`config.mk`:
```
export PLATFORM = sky130hd
export DESIGN_NAME = div_unit
export DESIGN_NICKNAME = d
export VERILOG_FILES = /design/src/rtl/div_unit.sv
export SDC_FILE = /design/constraint.sdc
export NUM_CORES = 1
export LEC_CHECK = 0
export ABC_CLOCK_PERIOD_IN_PS = 12770
export BUFFER_PORTS_ARGS = -buffer_cell sky130_fd_sc_hd__buf_2
export CAP_MARGIN = 20
export CORE_MARGIN = 8
export CORE_UTILIZATION = 60
export CTS_BUF_LIST = sky130_fd_sc_hd__clkbuf_16
export DETAILED_ROUTE_END_ITERATION = 12
export PLACE_DENSITY = 0.93
export SYNTH_ARGS = -nofsm -noshare
export SYNTH_HDL_FRONTEND = slang
export SYNTH_SLANG_ARGS = --single-unit
```
`constraint.sdc`:
```
create_clock -name clk -period 12.77 [get_ports clk]
set_input_delay 0.6385 -clock clk [delete_from_list [all_inputs] [get_ports clk]]
set_output_delay 0.6385 -clock clk [all_outputs]
set_load 0.03 [all_outputs]
```
`src/rtl/div_unit.sv`:
```
// rtl/div_unit.sv - multi-cycle radix-2 restoring divider for DIV/DIVU
//
// Purpose: computes quotient (lo) and remainder (hi) for signed or unsigned
// division, one quotient bit per cycle, stalling the pipeline while it runs.
//
// Ports:
//   clk          core clock
//   rst          synchronous, active-high reset
//   start        EX holds a divide; level, held while stalled
//   signed_div   1 = signed (DIV), 0 = unsigned (DIVU); sampled with start
//   annul        flush/exception, kills any in-flight divide
//   a, b         dividend / divisor; sampled with start
//   stall        hold IF..EX while the divide is not yet complete
//   result_valid one-cycle pulse, hi/lo carry a fresh result
//   hi, lo       remainder / quotient

module div_unit #(
  parameter int DATA_W = 32
) (
  input  logic              clk,
  input  logic              rst,
  input  logic              start,
  input  logic              signed_div,
  input  logic              annul,
  input  logic [DATA_W-1:0] a,
  input  logic [DATA_W-1:0] b,
  output logic              stall,
  output logic              result_valid,
  output logic [DATA_W-1:0] hi,
  output logic [DATA_W-1:0] lo
);

  localparam int CNT_W = $clog2(DATA_W) + 1;

  typedef enum logic [1:0] {
    IDLE,
    BUSY,
    DONE
  } state_t;

  state_t             state;
  logic [CNT_W-1:0]   cnt;
  logic [DATA_W-1:0]  rem;
  logic [DATA_W-1:0]  quo;   // holds the dividend, shifted out as quotient bits shift in
  logic [DATA_W-1:0]  dvsr;
  logic               neg_q;
  logic               neg_r;
  logic               div_zero;

  logic [DATA_W-1:0]  abs_a;
  logic [DATA_W-1:0]  abs_b;
  logic [DATA_W:0]    rem_shift;
  logic [DATA_W:0]    diff;
  logic               q_bit;
  logic [DATA_W-1:0]  rem_nxt;
  logic [DATA_W-1:0]  quo_nxt;
  logic [DATA_W-1:0]  lo_fin;
  logic [DATA_W-1:0]  hi_fin;
  logic               last_iter;

  always_comb begin
    abs_a = (signed_div && a[DATA_W-1]) ? -a : a;
    abs_b = (signed_div && b[DATA_W-1]) ? -b : b;

    // rem < dvsr always holds, so the shifted partial remainder fits in
    // DATA_W+1 bits and the sign of diff decides the quotient bit.
    rem_shift = {rem, quo[DATA_W-1]};
    diff      = rem_shift - {1'b0, dvsr};
    q_bit     = ~diff[DATA_W];
    rem_nxt   = q_bit ? diff[DATA_W-1:0] : rem_shift[DATA_W-1:0];
    quo_nxt   = {quo[DATA_W-2:0], q_bit};

    // A zero divisor naturally yields all-ones / |a|; restoring the dividend
    // sign on the remainder gives back a unchanged, so only lo is forced.
    lo_fin    = div_zero ? {DATA_W{1'b1}} : (neg_q ? -quo_nxt : quo_nxt);
    hi_fin    = neg_r ? -rem_nxt : rem_nxt;

    last_iter = (cnt == CNT_W'(DATA_W - 1));
  end

  assign stall = ~rst & ~annul & (((state == IDLE) & start) | (state == BUSY));

  always_ff @(posedge clk) begin
    if (rst) begin
      state        <= IDLE;
      cnt          <= '0;
      rem          <= '0;
      quo          <= '0;
      dvsr         <= '0;
      neg_q        <= 1'b0;
      neg_r        <= 1'b0;
      div_zero     <= 1'b0;
      hi           <= '0;
      lo           <= '0;
      result_valid <= 1'b0;
    end else begin
      result_valid <= 1'b0;
      case (state)
        IDLE: begin
          if (start && !annul) begin
            rem      <= '0;
            quo      <= abs_a;
            dvsr     <= abs_b;
            neg_q    <= signed_div & (a[DATA_W-1] ^ b[DATA_W-1]);
            neg_r    <= signed_div & a[DATA_W-1];
            div_zero <= (b == '0);
            cnt      <= '0;
            state    <= BUSY;
          end
        end
        BUSY: begin
          if (annul) begin
            state <= IDLE;
          end else begin
            rem <= rem_nxt;
            quo <= quo_nxt;
            cnt <= cnt + CNT_W'(1);
            // Results are registered on the final iteration so they are
            // visible during the DONE cycle alongside result_valid.
            if (last_iter) begin
              hi           <= hi_fin;
              lo           <= lo_fin;
              result_valid <= 1'b1;
              state        <= DONE;
            end
          end
        end
        DONE: begin
          // The finished instruction is still in EX; start is ignored here.
          state <= IDLE;
        end
        default: state <= IDLE;
      endcase
    end
  end

endmodule

```
==> summary.md <==
| Metric | Value |
|---|---|
| Status | finished clean |
| Required @ worst endpoint | 13110 ps |
| Critical Path Fanout Max | 38 |
| Clock root buffer | clkbuf_16 |
| Reg area | 3440 um2 |
| R2R depth | 20 |
| GRT Util Overall | 0.280 |
| Postcts setup bufs | 0 |
| Area share of fa/ha/maj cells after synthesis | 0.0427 |
| Post-Syn Area | 11300 um2 |
| # nets final | 1702 |
| XOR/XNOR Fraction of Synth Area | 0.105 |
| Antenna-violating nets left | 0 |
| N_diodes | 0 |
| CTS Buf Count | 17 |
| F_max | 183 MHz |
| Total gr overflow | 0 |
| Cells after synthesis | 1523 |
| VDD IR-drop max | 0.0931 mV |
| Row cnt | 50 |
| Hold Buf Count CTS | 0 |
| Worst Tran Pin Value | 1080 ps |
| Worst-path clk slew | 80 ps |
| Final worst path period need | 5450 ps |
| Asr flop ratio synth | 0 |
| First-pass GRT wire length | 54400 um |
| Sequential element share of the synthesized area | 0.304 |
| Share of cells above drive strength 1 | 0.133 |
| Drt wl/cell | 18.3 um |
| Residual DRC | 0 |
| Worst hold stages | 2 |
| Post-synth net total | 1630 |
| Final instance area | 12600 um2 |
| I/O pin cnt | 135 |
| R2r setup slk | 7320 ps |
| Post-Synth Simple-Gate Area | 0.230 |
| PD cells | 108 nW/um2 |
| Final setup fails | 0 |
| Final Hold Violating Endpoints | 0 |
| Number of global-route vias before repair | 10800 |
| CTS tree | built |
| Synth Area in Compound Gates | 0.250 |
| DIE AREA | 23500 um2 |
| Max-cap violations | 0 |
| Final Max Tran Viols | 0 |
| CP max stage delay | 660 ps |
| FF-to-FF End | hi[28] |
| DR iter-0 viols | 1149 |
| Via-per-instance ratio | 6.30 |
| Clock skew | 11.0 ps |
| Core area | 18600 um2 |
| Synth cell types | 78 |
| Clk buf depth | 2 |
| Area grow syn2layout | 11.6% |
| Source of the worst hold timing path | hi[10] |
| Initial antenna violation count | 0 |
| Syn. warnings | 0 |
| Final WL | 33700 um |
| Die X | 153 um |
| IO Port Bufs | 134 |
| Initial Util | 0.607 |
| WHS Endpoint | hi[10] |
| CP endpoint kind | flip-flop |
| Placed instance area | 12000 um2 |
| Later-pin clock latency in the skew report | 450 ps |
| Hold Path Class | flip-flop to flip-flop |
| Worst R2R Start | quo[31] |
| Critical path cell sequence | inv_1 -> ha_1 -> fa_1 -> nand2b_1 -> a21oi_2 -> o21ai_2 -> o31ai_4 -> a31oi_1 -> xnor2_2 -> buf_4 -> inv_2 -> a21oi_1 -> ha_1 -> inv_1 -> nor4b_1 -> mux2i_1 -> a211oi_1 -> or3b_1 -> mux2i_1 -> nand2_1 |
| #FFs+latches synth | 172 |
| Crit path launch type | flip-flop |
| Clock Sinks | 172 |
| Post-route clock period utilization | 0.427 |
| Primary FF master, synth | dfxtp_1 |
| DR pass1 iterations | 6 |
| Critical-path top delay cell | a211oi_1 |
| Routability cong. | 0.953 |
| Total number of vias | 11600 |
| Slew margin rel. | 0.281 |
| Final setup TNS | 0 ps |
| Main combinational cell family by area after synthesis | compound AO/OA/AOI/OAI gates |
| Die H | 153 um |
| Placed wire-length estimate | 25000 um |
| Multiplexer share of the synthesized area | 0.0172 |
| RSZ-0062 raised after global routing | false |
| Number of flops mapped to enable cells by yosys | 0 |
| Crit path kind | flip-flop to flip-flop |
| Post_cts resized | 0 |
| Leakage | 0.00512 uW |
| WP data arrival | 5800 ps |
| Syn Area/Cell | 7.43 um2 |
| Fill count | 1541 |
| Largest net degree at the start of global routing | 100 |
| Multi-input logic area | 7340 um2 |
| H-tree lvl count | 4 |
[how the worst max path moves through the flow]
stage,slack [ps],to,from,cells past startpoint
2_1_floorplan,7990,hi[28],quo[31],23
3_3_place_gp,7620,hi[28],quo[31],20
3_5_place_dp,7460,hi[28],quo[31],20
4_1_cts,7430,hi[28],quo[31],20
5_1_grt,6980,hi[28],quo[31],20
6_report,7320,hi[28],quo[31],20
[cells in the final DEF, fill, tap and decap left out, types with 9 or more instances in the layout]
cell type  Yosys  layout
a211oi_1      84      84
a21oi_1      125     125
a22oi_1       28      28
a311oi_1      10      10
a31oi_1       14      14
and2_1        11      11
buf_2          9     133
buf_4          2      12
clkbuf_16      0      17
dfxtp_1      172     172
ha_1          37      37
inv_1         53      53
mux2i_1       15      15
nand2_1      152     152
nand3_1       20      20
nand4_1       15      15
nor2_1       242     241
nor3_1        48      48
nor4_1        15      15
o21ai_0       80      80
o31ai_1       23      23
o41ai_1       10      10
or3_1         12      12
or4_1          9       9
xnor2_1       61      60
xor2_1        75      75
[worst max-delay path: cells and delay by family (launching register included)]
family | cells | cell delay (ps)
simple gates | 4 | 970
buf+inv | 4 | 750
flops | 1 | 330
fa+ha+maj | 3 | 920
compound gates | 6 | 1810
mux | 2 | 430
xor+xnor | 1 | 140
[kinds of logic after synthesis]
logic type / count (synthesis)
AOI/OAI and AO/OA: 434
xor gates and xnor gates: 136
adders and majority gates: 38
buffers and inverters: 148
DFF: 172
muxes: 19
and+or+nand+nor: 576
[area by class of cell]
class                           instances  area share
Inverter                               55      0.0163
Multi-Input combinational cell       1203       0.581
Clock buffer                           17      0.0337
Clock inverter                         15      0.0118
Timing Repair Buffer                  146      0.0620
Tap cell                              234      0.0232
Sequential cell                       172       0.272
[through the flow]
step	instances	hold slack (ps)	power [uW]	utilization	setup slack, ps
5_1_grt	1842	462	1410	0.678	6980
3_3_place_gp	1809	437	846	0.646	7620
3_5_place_dp	1809	442	852	0.646	7460
2_1_floorplan	1523	432	775	-	7990
6_report	1842	449	1360	0.678	7320
4_1_cts	1841	443	1350	0.676	7430
[power by group]
part	leakage (uW)	total, uW	switching [uW]	internal [uW]
clock	0.000281	510	250	260
sequential	0.00140	568	17.0	551
combinational	0.00344	282	182	100
total	0.00512	1360	449	911
[synth_stat cells, types with 5 or more instances]
| cell | number | share of area |
|---|---|---|
| o211ai_1 | 5 | 0.0033 |
| nor3b_1 | 5 | 0.0033 |
| a21oi_1 | 125 | 0.055 |
| nor4_1 | 15 | 0.0083 |
| nand4_1 | 15 | 0.0083 |
| nand2_1 | 152 | 0.050 |
| a21o_1 | 7 | 0.0046 |
| and2_1 | 11 | 0.0061 |
| or3_1 | 12 | 0.0066 |
| a311oi_1 | 10 | 0.0077 |
| o21ai_0 | 80 | 0.035 |
| or2_2 | 8 | 0.0044 |
| nand3b_1 | 8 | 0.0053 |
| ha_1 | 37 | 0.041 |
| a22oi_1 | 28 | 0.019 |
| a211oi_1 | 84 | 0.056 |
| buf_1 | 6 | 0.0020 |
| xnor2_1 | 61 | 0.047 |
| clkbuf_1 | 76 | 0.025 |
| o31ai_1 | 23 | 0.015 |
| buf_2 | 9 | 0.0040 |
| mux2i_1 | 15 | 0.013 |
| nand2b_1 | 8 | 0.0044 |
| dfxtp_1 | 172 | 0.30 |
| xor2_1 | 75 | 0.058 |
| inv_1 | 53 | 0.018 |
| nand3_1 | 20 | 0.0088 |
| or4_1 | 9 | 0.0060 |
| o41ai_1 | 10 | 0.0077 |
| o21a_1 | 8 | 0.0053 |
| nor2_1 | 242 | 0.080 |
| nor3_1 | 48 | 0.021 |
| a31oi_1 | 14 | 0.0077 |
[state kept, by name, summed over array words and instances (netlist names)]
name	count
lo	32
neg_q	1
neg_r	1
state	2
dvsr	32
quo	32
result_valid	1
hi	32
rem	32
cnt	6
div_zero	1
[metal layers]
layer | up-vias | share of wire | global-route usage
li1 | 5572 | - | -
met1 | 5392 | 0.42 | 0.364
met2 | 555 | 0.45 | 0.443
met3 | 94 | 0.090 | 0.0516
met4 | 0 | 0.035 | 0.127
met5 | - | 0 | 0
(Power assumes the default switching activity.)
